--- src/rtl/bt_pkg.sv ---
// bt_pkg: shared command bytes, output codes and receiver state encodings
package bt_pkg;
    localparam logic [7:0] CMD_L = 8'h4C;
    localparam logic [7:0] CMD_R = 8'h52;
    localparam logic [7:0] CMD_N = 8'h4E;
    localparam logic [7:0] CMD_S = 8'h53;
    localparam logic [7:0] CMD_Q = 8'h51;
    localparam logic [7:0] CMD_C = 8'h43;

    localparam logic [1:0] DIR_NONE  = 2'b00;
    localparam logic [1:0] DIR_LEFT  = 2'b01;
    localparam logic [1:0] DIR_RIGHT = 2'b10;

    // must match the codes the controller expects
    localparam logic [2:0] SC_NONE  = 3'b000;
    localparam logic [2:0] SC_START = 3'b010;
    localparam logic [2:0] SC_QUIT  = 3'b101;

    typedef enum logic [1:0] {ST_IDLE, ST_START, ST_DATA, ST_STOP} rx_state_t;
endpackage

--- src/rtl/bt_uart_decoder_if.sv ---
// bt_uart_decoder_if: serial input and decoded command outputs of the Bluetooth front end
interface bt_uart_decoder_if;
    logic       get_bluetooth;
    logic [1:0] dir;
    logic [2:0] state_choice;
    logic       byte_valid;
    logic [7:0] rx_byte;
    logic       frame_err;

    modport master (output get_bluetooth, input dir, state_choice, byte_valid, rx_byte, frame_err);
    modport slave  (input get_bluetooth, output dir, state_choice, byte_valid, rx_byte, frame_err);
endinterface

--- src/rtl/bt_uart_decoder_rx.sv ---
// uart_rx_core: 8N1 receiver with input synchronizer, 16x oversample divider and framing check
module uart_rx_core #(
    parameter int CLK_HZ = 100_000_000,
    parameter int BAUD   = 9600
) (
    input  logic       clk,
    input  logic       rst,
    input  logic       rx,
    output logic [7:0] rx_byte,
    output logic       byte_valid,
    output logic       frame_err,
    output logic       commit,
    output logic [7:0] data
);
    import bt_pkg::*;

    localparam int DIV = CLK_HZ / (BAUD * 16);
    localparam int DW  = $clog2(DIV + 1);

    logic          rx_m, rx_s;
    logic [DW-1:0] div_cnt;
    logic          tick;
    rx_state_t     state;
    logic [3:0]    tick_cnt;
    logic [2:0]    bit_cnt;
    logic [7:0]    shift;
    logic          armed;

    assign tick   = div_cnt == DW'(DIV - 1);
    // commit strobe lets the decoder update on the same edge as the stop-bit sample
    assign commit = state == ST_STOP && tick && tick_cnt == 4'd15 && rx_s;
    assign data   = shift;

    // two-flop synchronizer; resets low so a held-low line never looks idle
    always_ff @(posedge clk or negedge rst) begin
        if (!rst) {rx_s, rx_m} <= 2'b00;
        else      {rx_s, rx_m} <= {rx_m, rx};
    end

    // free-running oversample divider, never realigned to the start edge
    always_ff @(posedge clk or negedge rst) begin
        if (!rst) div_cnt <= '0;
        else      div_cnt <= tick ? '0 : div_cnt + DW'(1);
    end

    // frame FSM: start validation at mid-bit, LSB-first data, stop-bit check
    always_ff @(posedge clk or negedge rst) begin
        if (!rst) begin
            state      <= ST_IDLE;
            tick_cnt   <= '0;
            bit_cnt    <= '0;
            shift      <= '0;
            armed      <= 1'b0;
            rx_byte    <= '0;
            byte_valid <= 1'b0;
            frame_err  <= 1'b0;
        end else begin
            byte_valid <= 1'b0;
            frame_err  <= 1'b0;
            if (rx_s) armed <= 1'b1;
            case (state)
                ST_IDLE: if (armed && !rx_s) begin
                    state    <= ST_START;
                    tick_cnt <= '0;
                    bit_cnt  <= '0;
                end
                ST_START: if (tick) begin
                    tick_cnt <= tick_cnt + 4'd1;
                    if (tick_cnt == 4'd7) begin
                        tick_cnt <= '0;
                        state    <= rx_s ? ST_IDLE : ST_DATA;
                    end
                end
                ST_DATA: if (tick) begin
                    tick_cnt <= tick_cnt + 4'd1;
                    if (tick_cnt == 4'd15) begin
                        shift   <= {rx_s, shift[7:1]};
                        bit_cnt <= bit_cnt + 3'd1;
                        if (bit_cnt == 3'd7) state <= ST_STOP;
                    end
                end
                ST_STOP: if (tick) begin
                    tick_cnt <= tick_cnt + 4'd1;
                    if (tick_cnt == 4'd15) begin
                        state <= ST_IDLE;
                        if (rx_s) begin
                            rx_byte    <= shift;
                            byte_valid <= 1'b1;
                        end else begin
                            frame_err <= 1'b1;
                            armed     <= 1'b0;
                        end
                    end
                end
                default: state <= ST_IDLE;
            endcase
        end
    end
endmodule

--- src/rtl/bt_uart_decoder.sv ---
// bt_uart_decoder: decodes Bluetooth UART command bytes into dir and state_choice levels
module bt_uart_decoder #(
    parameter int CLK_HZ      = 100_000_000,
    parameter int BAUD        = 9600,
    parameter int HOLD_CYCLES = 20_000_000
) (
    input logic               clk,
    input logic               rst,
    bt_uart_decoder_if.slave  bus
);
    import bt_pkg::*;

    localparam int HW = $clog2(HOLD_CYCLES + 1);

    logic          commit;
    logic [7:0]    data;
    logic [HW-1:0] hold;
    logic          is_move;

    assign is_move = commit && (data == CMD_L || data == CMD_R);

    uart_rx_core #(.CLK_HZ(CLK_HZ), .BAUD(BAUD)) u_core (
        .clk        (clk),
        .rst        (rst),
        .rx         (bus.get_bluetooth),
        .rx_byte    (bus.rx_byte),
        .byte_valid (bus.byte_valid),
        .frame_err  (bus.frame_err),
        .commit     (commit),
        .data       (data)
    );

    // command decode; a move byte in the expiry cycle wins over the timeout
    always_ff @(posedge clk or negedge rst) begin
        if (!rst) begin
            bus.dir          <= DIR_NONE;
            bus.state_choice <= SC_NONE;
            hold             <= '0;
        end else begin
            if (is_move) begin
                bus.dir <= data == CMD_L ? DIR_LEFT : DIR_RIGHT;
                hold    <= HW'(HOLD_CYCLES);
            end else begin
                hold <= hold != '0 ? hold - HW'(1) : hold;
                if ((commit && data == CMD_N) || hold == HW'(1)) bus.dir <= DIR_NONE;
            end
            if (commit && data == CMD_S)      bus.state_choice <= SC_START;
            else if (commit && data == CMD_Q) bus.state_choice <= SC_QUIT;
            else if (commit && data == CMD_C) bus.state_choice <= SC_NONE;
        end
    end
endmodule

--- src/flat_wrapper.sv ---
// flat-port wrapper written by rule: the top's interface ports become plain ports
module bt_uart_decoder_flat import bt_pkg::*;
#(
    parameter int CLK_HZ      = 100_000_000,
    parameter int BAUD        = 9600,
    parameter int HOLD_CYCLES = 20_000_000
)
  (clk, rst, bus_get_bluetooth, bus_dir, bus_state_choice, bus_byte_valid, bus_rx_byte, bus_frame_err);
  bt_uart_decoder_if bus_i ();
  input logic clk;
  input logic rst;
  input wire logic [$bits(bus_i.get_bluetooth)-1:0] bus_get_bluetooth;
  output wire logic [$bits(bus_i.dir)-1:0] bus_dir;
  output wire logic [$bits(bus_i.state_choice)-1:0] bus_state_choice;
  output wire logic [$bits(bus_i.byte_valid)-1:0] bus_byte_valid;
  output wire logic [$bits(bus_i.rx_byte)-1:0] bus_rx_byte;
  output wire logic [$bits(bus_i.frame_err)-1:0] bus_frame_err;
  assign bus_i.get_bluetooth = bus_get_bluetooth;
  assign bus_dir = bus_i.dir;
  assign bus_state_choice = bus_i.state_choice;
  assign bus_byte_valid = bus_i.byte_valid;
  assign bus_rx_byte = bus_i.rx_byte;
  assign bus_frame_err = bus_i.frame_err;
  bt_uart_decoder #(.CLK_HZ(CLK_HZ), .BAUD(BAUD), .HOLD_CYCLES(HOLD_CYCLES)) u_core (.clk(clk), .rst(rst), .bus(bus_i));
endmodule
--- config.mk ---
export PLATFORM = sky130hd
export DESIGN_NAME = bt_uart_decoder_flat
export DESIGN_NICKNAME = d
export VERILOG_FILES = /design/src/rtl/bt_pkg.sv /design/src/rtl/bt_uart_decoder_if.sv /design/src/rtl/bt_uart_decoder_rx.sv /design/src/rtl/bt_uart_decoder.sv /design/src/flat_wrapper.sv
export SDC_FILE = /design/constraint.sdc
export NUM_CORES = 1
export LEC_CHECK = 0
export ABC_AREA = 1
export CAP_MARGIN = 20
export CORE_MARGIN = 4
export CORE_UTILIZATION = 30
export CTS_CLUSTER_DIAMETER = 200
export DETAILED_ROUTE_END_ITERATION = 16
export GPL_TIMING_DRIVEN = 1
export PLACE_DENSITY = 0.48
export SKIP_CTS_REPAIR_TIMING = 1
export SLEW_MARGIN = 20
export SYNTH_ARGS = -nofsm -noshare
export SYNTH_HDL_FRONTEND = slang
export SYNTH_HIERARCHICAL = 1
export SYNTH_SLANG_ARGS = --single-unit
--- constraint.sdc ---
create_clock -name clk -period 3.8 [get_ports clk]
set_input_delay 0.38 -clock clk [delete_from_list [all_inputs] [get_ports clk]]
set_output_delay 0.38 -clock clk [all_outputs]
set_load 0.1 [all_outputs]
### Word level (Yosys, flattened, before mapping)

Cells that the tools add are included.

| word-level totals | value |
|---|---|
| output and inout port bits | 15 |
| word-level logic and storage cells | 106 |
| bits of input ports | 3 |
| register bits after elaboration | 70 |

| cells by class | value |
|---|---|
| multiplexer cells | 41 |
| reductions and logical operators | 24 |
| equal/unequal tests | 23 |
| add/subtract/negate cells | 4 |

Operators by type and width:

| operator | count |
|---|---|
| 2-to-1 mux 25 bit | 2 |
| equality test 8 x 7 -> 1 bit, second input constant | 6 |
| equality test 25 x 1 -> 1 bit, second input constant | 1 |
| nonzero test 25 bit | 1 |
| subtractor 25 x 1 -> 25 bit, second input constant | 1 |
| 2-to-1 mux 2 bit | 12 |
| 2-to-1 mux 3 bit | 6 |
| 2-to-1 mux 4 bit | 4 |
| != test 2 bit, second input constant | 7 |
| 2-to-1 mux 1 bit | 13 |
| one-hot mux 4 bit (3 select lines) | 1 |
| adder 10 x 1 -> 10 bit, second input constant | 1 |
| equality test 10 bit, second input constant | 1 |
| 2-to-1 mux 10 bit | 1 |
| logical AND 1 bit | 9 |
| one-hot mux 2 bit (4 select lines) | 1 |
| AND reduction 4 bit | 2 |
| AND reduction 8 bit | 1 |
| one-hot mux 3 bit (2 select lines) | 1 |
| AND reduction 3 bit | 2 |
| nonzero test 2 bit | 3 |
| adder 4 x 1 -> 4 bit, second input constant | 1 |
| equality test 2 bit, second input constant | 2 |
| equality test 4 x 3 -> 1 bit, second input constant | 1 |
| 10 further kinds | 12 |

### Longest topological paths before layout

| logic depth | value |
|---|---|
| depth in word-level cells | 8 |
| gate-level depth with buffers | 13 |
| gate-level depth less buffers | 13 |

### Modules after synthesis

Netlist, hierarchy kept.

Modules (own cells, without submodules):

| module | seq. area each (µm²) | cells an instance | instances | area an instance (µm²) |
|---|---|---|---|---|
| bt_uart_decoder | 725.7 | 302 | 1 | 2003.2 |
| uart_rx_core | 1001.0 | 207 | 1 | 1914.3 |

### Least setup slack after synthesis

OpenSTA, ideal clock, no wires.

| path | value |
|---|---|
| kind | flip-flop to flip-flop |
| start | register u_core.u_core.div_cnt[0] |
| end | register u_core.hold[17] |
| data required time | 3686 ps |
| stages on the path, launching flop included | 14 |
| slack | 1882 ps |
| setup time | 114 ps |
| arrival time | 1804 ps |
| path buffers | 2 |
| clock period less this slack | 1918 ps |
| path through | dfrtp_1 -> inv_1 -> ha_1 -> nand2_1 -> nor2_2 -> nand4_4 -> nor2_2 -> inv_2 -> nor2_2 -> nand2_2 -> buf_4 -> buf_6 -> nand3_1 -> nor2_2 |

| between the ends | value |
|---|---|
| cells in the longest elaborated chain, start to end | 6 |
| elaborated cells on any way between the ends | 7 |
| classes of those cells | eq/ne (1); mux (1); reduce/logical (5) |

RTL lines:

| element | line | RTL |
|---|---|---|
| start, declared | bt_uart_decoder_rx.sv:21 | `logic [DW-1:0] div_cnt;` |
| start signal, assigned | bt_uart_decoder_rx.sv:43 | `else div_cnt <= tick ? '0 : div_cnt + DW'(1);` |
| equality test 10 bit * | bt_uart_decoder_rx.sv:29 | `assign tick = div_cnt == DW'(DIV - 1);` |
| logical AND 1 bit * (3 in series) | bt_uart_decoder_rx.sv:31 | `assign commit = state == ST_STOP && tick && tick_cnt == 4'd15 && rx_s;` |
| net u_core.commit | bt_uart_decoder.sv:15 | `logic commit;` |
| logical AND 1 bit * | bt_uart_decoder.sv:20 | `assign is_move = commit && (data == CMD_L \|\| data == CMD_R);` |
| 2-to-1 mux 25 bit / nonzero test 2 bit (equally long branches) | - |  |
| end signal, assigned | bt_uart_decoder.sv:42 | `hold <= HW'(HOLD_CYCLES);` |
| end signal, assigned | bt_uart_decoder.sv:44 | `hold <= hold != '0 ? hold - HW'(1) : hold;` |
| end, declared | bt_uart_decoder.sv:17 | `logic [HW-1:0] hold;` |

The timed path passes the listed nets; every way through them passes the cells marked *.
A chain may end at the register's enable or synchronous reset.

### Worst setup path in the final report

| path | value |
|---|---|
| start | register u_core.u_core.div_cnt[0] |
| end | register u_core.hold[24] |

Same word-level chain as after synthesis.

==> metrics.md <==
| Metric | Value |
|---|---|
| Status | `finished, final reports clean` |
| Main flop type after synthesis | `dfrtp_1` |
| Fmax | `approximately 0.4 GHz` |
| GR Overflow Total | `0` |
| Cell taking the most area after synthesis | `dfrtp_1` |
| GR peak layer | `met2` |
| Antenna Cells | `0` |
| Chip Width | `~120 um` |
| Cell count after placement | `690` |
| CTS tree | `built` |
| # rows | `a little over 40` |
| Final setup fails | `0` |
| Fin Clk Skew | `~0.006 ns` |
| Final hold vios | `0` |
| Clock tree buffer depth | `2` |
| Bufs and invs on worst path | `3` |
| DR WL/cell | `between 10 and 15 um` |
| Async SR Flop Fraction | `100%` |
| Area Overhead vs Synth | `16.0%` |
| Max FO, Critical Path | `20` |
| RR Startpoint | `u_core/u_core/div_cnt[0]` |
| Worst VDD drop | `between 0.0003 and 0.0004 V` |
| Combinational share of power | `under 10%` |
| CP Launch Point | `u_core/u_core/div_cnt[0]` |
| Worst R2R End | `u_core/hold[24]` |
| Vias per inst | `between 4 and 5` |
| Post-synth cell types | `31` |
| CP cell instances | `inv_1 > ha_1 > nand2_1 > nor2_2 > nand4_4 > nor2_2 > inv_2 > nor2_2 > nand2_2 > nand2_4 > clkinv_2 > a21oi_1` |
| Reg power frac | `a little over two fifths` |
| Slowest stage cell, crit path | `dfrtp_1` |
| Reg clk slew, reported paths | `0.06 ns` |
| Place WS | `approximately 1.3 ns` |
| Largest cells by area after synthesis | `dfrtp_1 (44%), nand2_1 (12%), nand3_1 (7.3%), inv_1 (6.4%), nor2_1 (6.3%)` |
| Max-cap viol count | `0` |
| Pint | `1.38 mW` |
| Total track usage | `roughly an eighth` |
| Final hold slack | `around 0.17 ns` |
| CTS HTree Levels | `3` |
| RSZ-0062 raised after global routing | `false` |
| Final GP Congestion | `approximately 0.84` |
| P_sw | `0.451 mW` |
| Routed WL | `just over 8000 um` |
| #FFs+latches synth | `69` |
| Data required, critical path | `between 4 and 5 ns` |
| Via count | `3145` |
| Worst skew pair latency | `~0.34 ns` |
| Post-detail-place hpwl | `6020 um` |
| Setup TNS | `0 ns` |
| Post-route ant nets | `0` |
| Syn Inst Count | `between 500 and 600` |
| Pins over their slew limit | `0` |
| Final Instance Area | `roughly 0.0045 mm^2` |
| Die Height | `around 120 um` |
| 1st-iter DRT viols | `roughly 200` |
| Max transition margin | `34.7%` |
| DR pass1 iterations | `4` |
| Clock network power share | `between 50% and 60%` |
| Leakage | `~2.4 nW` |
| Vias in the first global route | `slightly above 3000` |
| Largest net degree at the start of global routing | `70` |
| Crit Path Class | `flop to flop` |
| Worst setup path end | `u_core/hold[24]` |
| Period Utilization, post-route | `65.9%` |
| Worst path top cell family by delay | `simple AND/OR/NAND/NOR gates` |
| Syn Area/Cell | `slightly below 8 um^2` |
| Pwr dens | `just over 400 mW/mm^2` |
| Met1 Resource Use GR | `between 15 and 20%` |
| I/O pin total | `18` |
| Yosys top cell area share | `~44%` |
| Layout cells sized above 1 | `14.4%` |
| Final nets | `540` |
| First-pass GRT wire length | `~14000 um` |
| Count of buffers from port buffering | `17` |
| Placeable Area | `roughly 0.013 mm^2` |
| R2R depth | `12` |
| Tightest Pin Transition | `just under 1 ns` |
| Synthesized Nets | `between 500 and 600` |
| Crit-path max cell delay | `roughly 0.44 ns` |
| Count of flip-flops with a built-in enable after synthesis | `0` |
| CP Capture Type | `flop` |
| Clock period minus worst slack | `2.51 ns` |
| Net Sw Frac | `roughly a quarter` |
| WP data arrival | `around 2.8 ns` |
| Remaining routing DRC violations | `0` |
| Critical Path Stages | `12` |
| Setup WS post-layout | `roughly 1.3 ns` |
| Die area | `0.0150 mm^2` |
| Startpoint Class | `flop` |
| Grt met3 use | `under 10%` |
| Synthesized area | `0.00392 mm^2` |
| Final cell count without fillers | `between 700 and 800` |
| Yosys warnings | `6` |
| Initial Util | `a little under a third` |
| FF-to-FF setup slack | `1.29 ns` |
| Post-DP Area | `roughly 0.0042 mm^2` |
| CTS Root Cell | `clkbuf_16` |
| Met2 Use GR | `a little under a fifth` |
| Sequential-to-total area share from yosys stat | `between 40% and 50%` |
| Total CTS buffers | `9` |
| Worst Hold Class | `input port to async pin` |
| Most used cell, CP | `nor2_2` |
| Initial antenna violation count | `0` |
| Sink Count | `between 60 and 70` |
==> cells in the mapped netlist (3+ instances only) <==
cell type and count:
nor2_4 5, inv_2 4, inv_1 67, o21ai_0 9, nor2_2 20, dfrtp_1 69
nand2_1 127, nand3b_1 3, nand2_2 9, or2_2 3, o21ai_2 14, buf_6 4
xor2_1 6, nand4_1 11, nor3_1 4, o21ai_1 4, ha_1 8, nand3_1 57
nor2_1 66, a21oi_1 6
==> power groups by stage <==
stage | clock, mW | combinational (mW) | sequential, mW
after floorplan | 0 | 0.101 | 0.772
after global placement | 0 | 0.141 | 0.775
after detailed placement | 0 | 0.142 | 0.775
after CTS | 0.965 | 0.143 | 0.761
after global routing | 0.990 | 0.169 | 0.764
final | 0.930 | 0.139 | 0.761
==> flip-flops by register name (all words and copies together), names as in the netlist, 2 cells and up, named ones only <==
register,count
u_core/hold,25
u_core/bus.state_choice,2
u_core/u_core/tick_cnt,4
u_core/u_core/bit_cnt,3
u_core/u_core/div_cnt,10
u_core/u_core/rx_byte,8
u_core/u_core/data,8
u_core/bus.dir,2
==> stage by stage <==
step                      utilization, %  power [mW]
after detailed placement            33.1       0.917
final                               35.7        1.83
after CTS                           35.7        1.87
after floorplan                        -       0.873
after global placement              33.1       0.916
after global routing                35.7        1.92
==> worst min path at each step <==
stage / to / slack [ns]
after floorplan: u_core/bus.dir[0] / 0.08
after global placement: u_core/u_core/rx_s / 0.34
after detailed placement: u_core/u_core/rx_s / 0.34
after CTS: u_core/u_core/data[6] / 0.21
after global routing: u_core/hold[12] / 0.25
final: u_core/hold[11] / 0.17
==> area by class of cell <==
cell class                      instances  area (um^2)
Inverter                               73          278
Fill cell                            1401         8180
Timing Repair Buffer                   17          168
Tap cell                              172          215
Sequential cell                        69         1730
Clock buffer                           10          239
Multi-Input combinational cell        359         1830
Clock inverter                          6         91.3
==> logic make-up (layout without fill, tap and decap cells) <==
| family | count (synthesis) | in the layout | synth area share (%) |
|---|---|---|---|
| flops | 69 | 69 | 44.1 |
| compound gates | 35 | 35 | 5.94 |
| simple gates | 309 | 309 | 36.6 |
| buf+inv | 81 | 106 | 9.26 |
| xor+xnor | 7 | 7 | 1.57 |
| fa+ha+maj | 8 | 8 | 2.56 |
==> layout by cell type (no fill, tap or decap), drive strengths merged <==
cell / instances
and3: 1
ha: 8
buf: 1
clkdlybuf4s50: 16
nor2: 91
inv: 74
clkbuf: 10
bufinv: 2
clkinv: 3
nand3: 58
xnor2: 1
a21oi: 6
o21ai: 27
nor3: 4
o21a: 2
nand3b: 3
dfrtp: 69
nand2: 137
or2: 3
xor2: 6
nand4: 12
==> metal layers <==
layer,routed length (um),vias up
met5,0,-
met4,89,0
met3,352,8
met2,3770,30
met1,4070,1471
li1,-,1636
No activity file was read; power rests on OpenSTA's default activity.
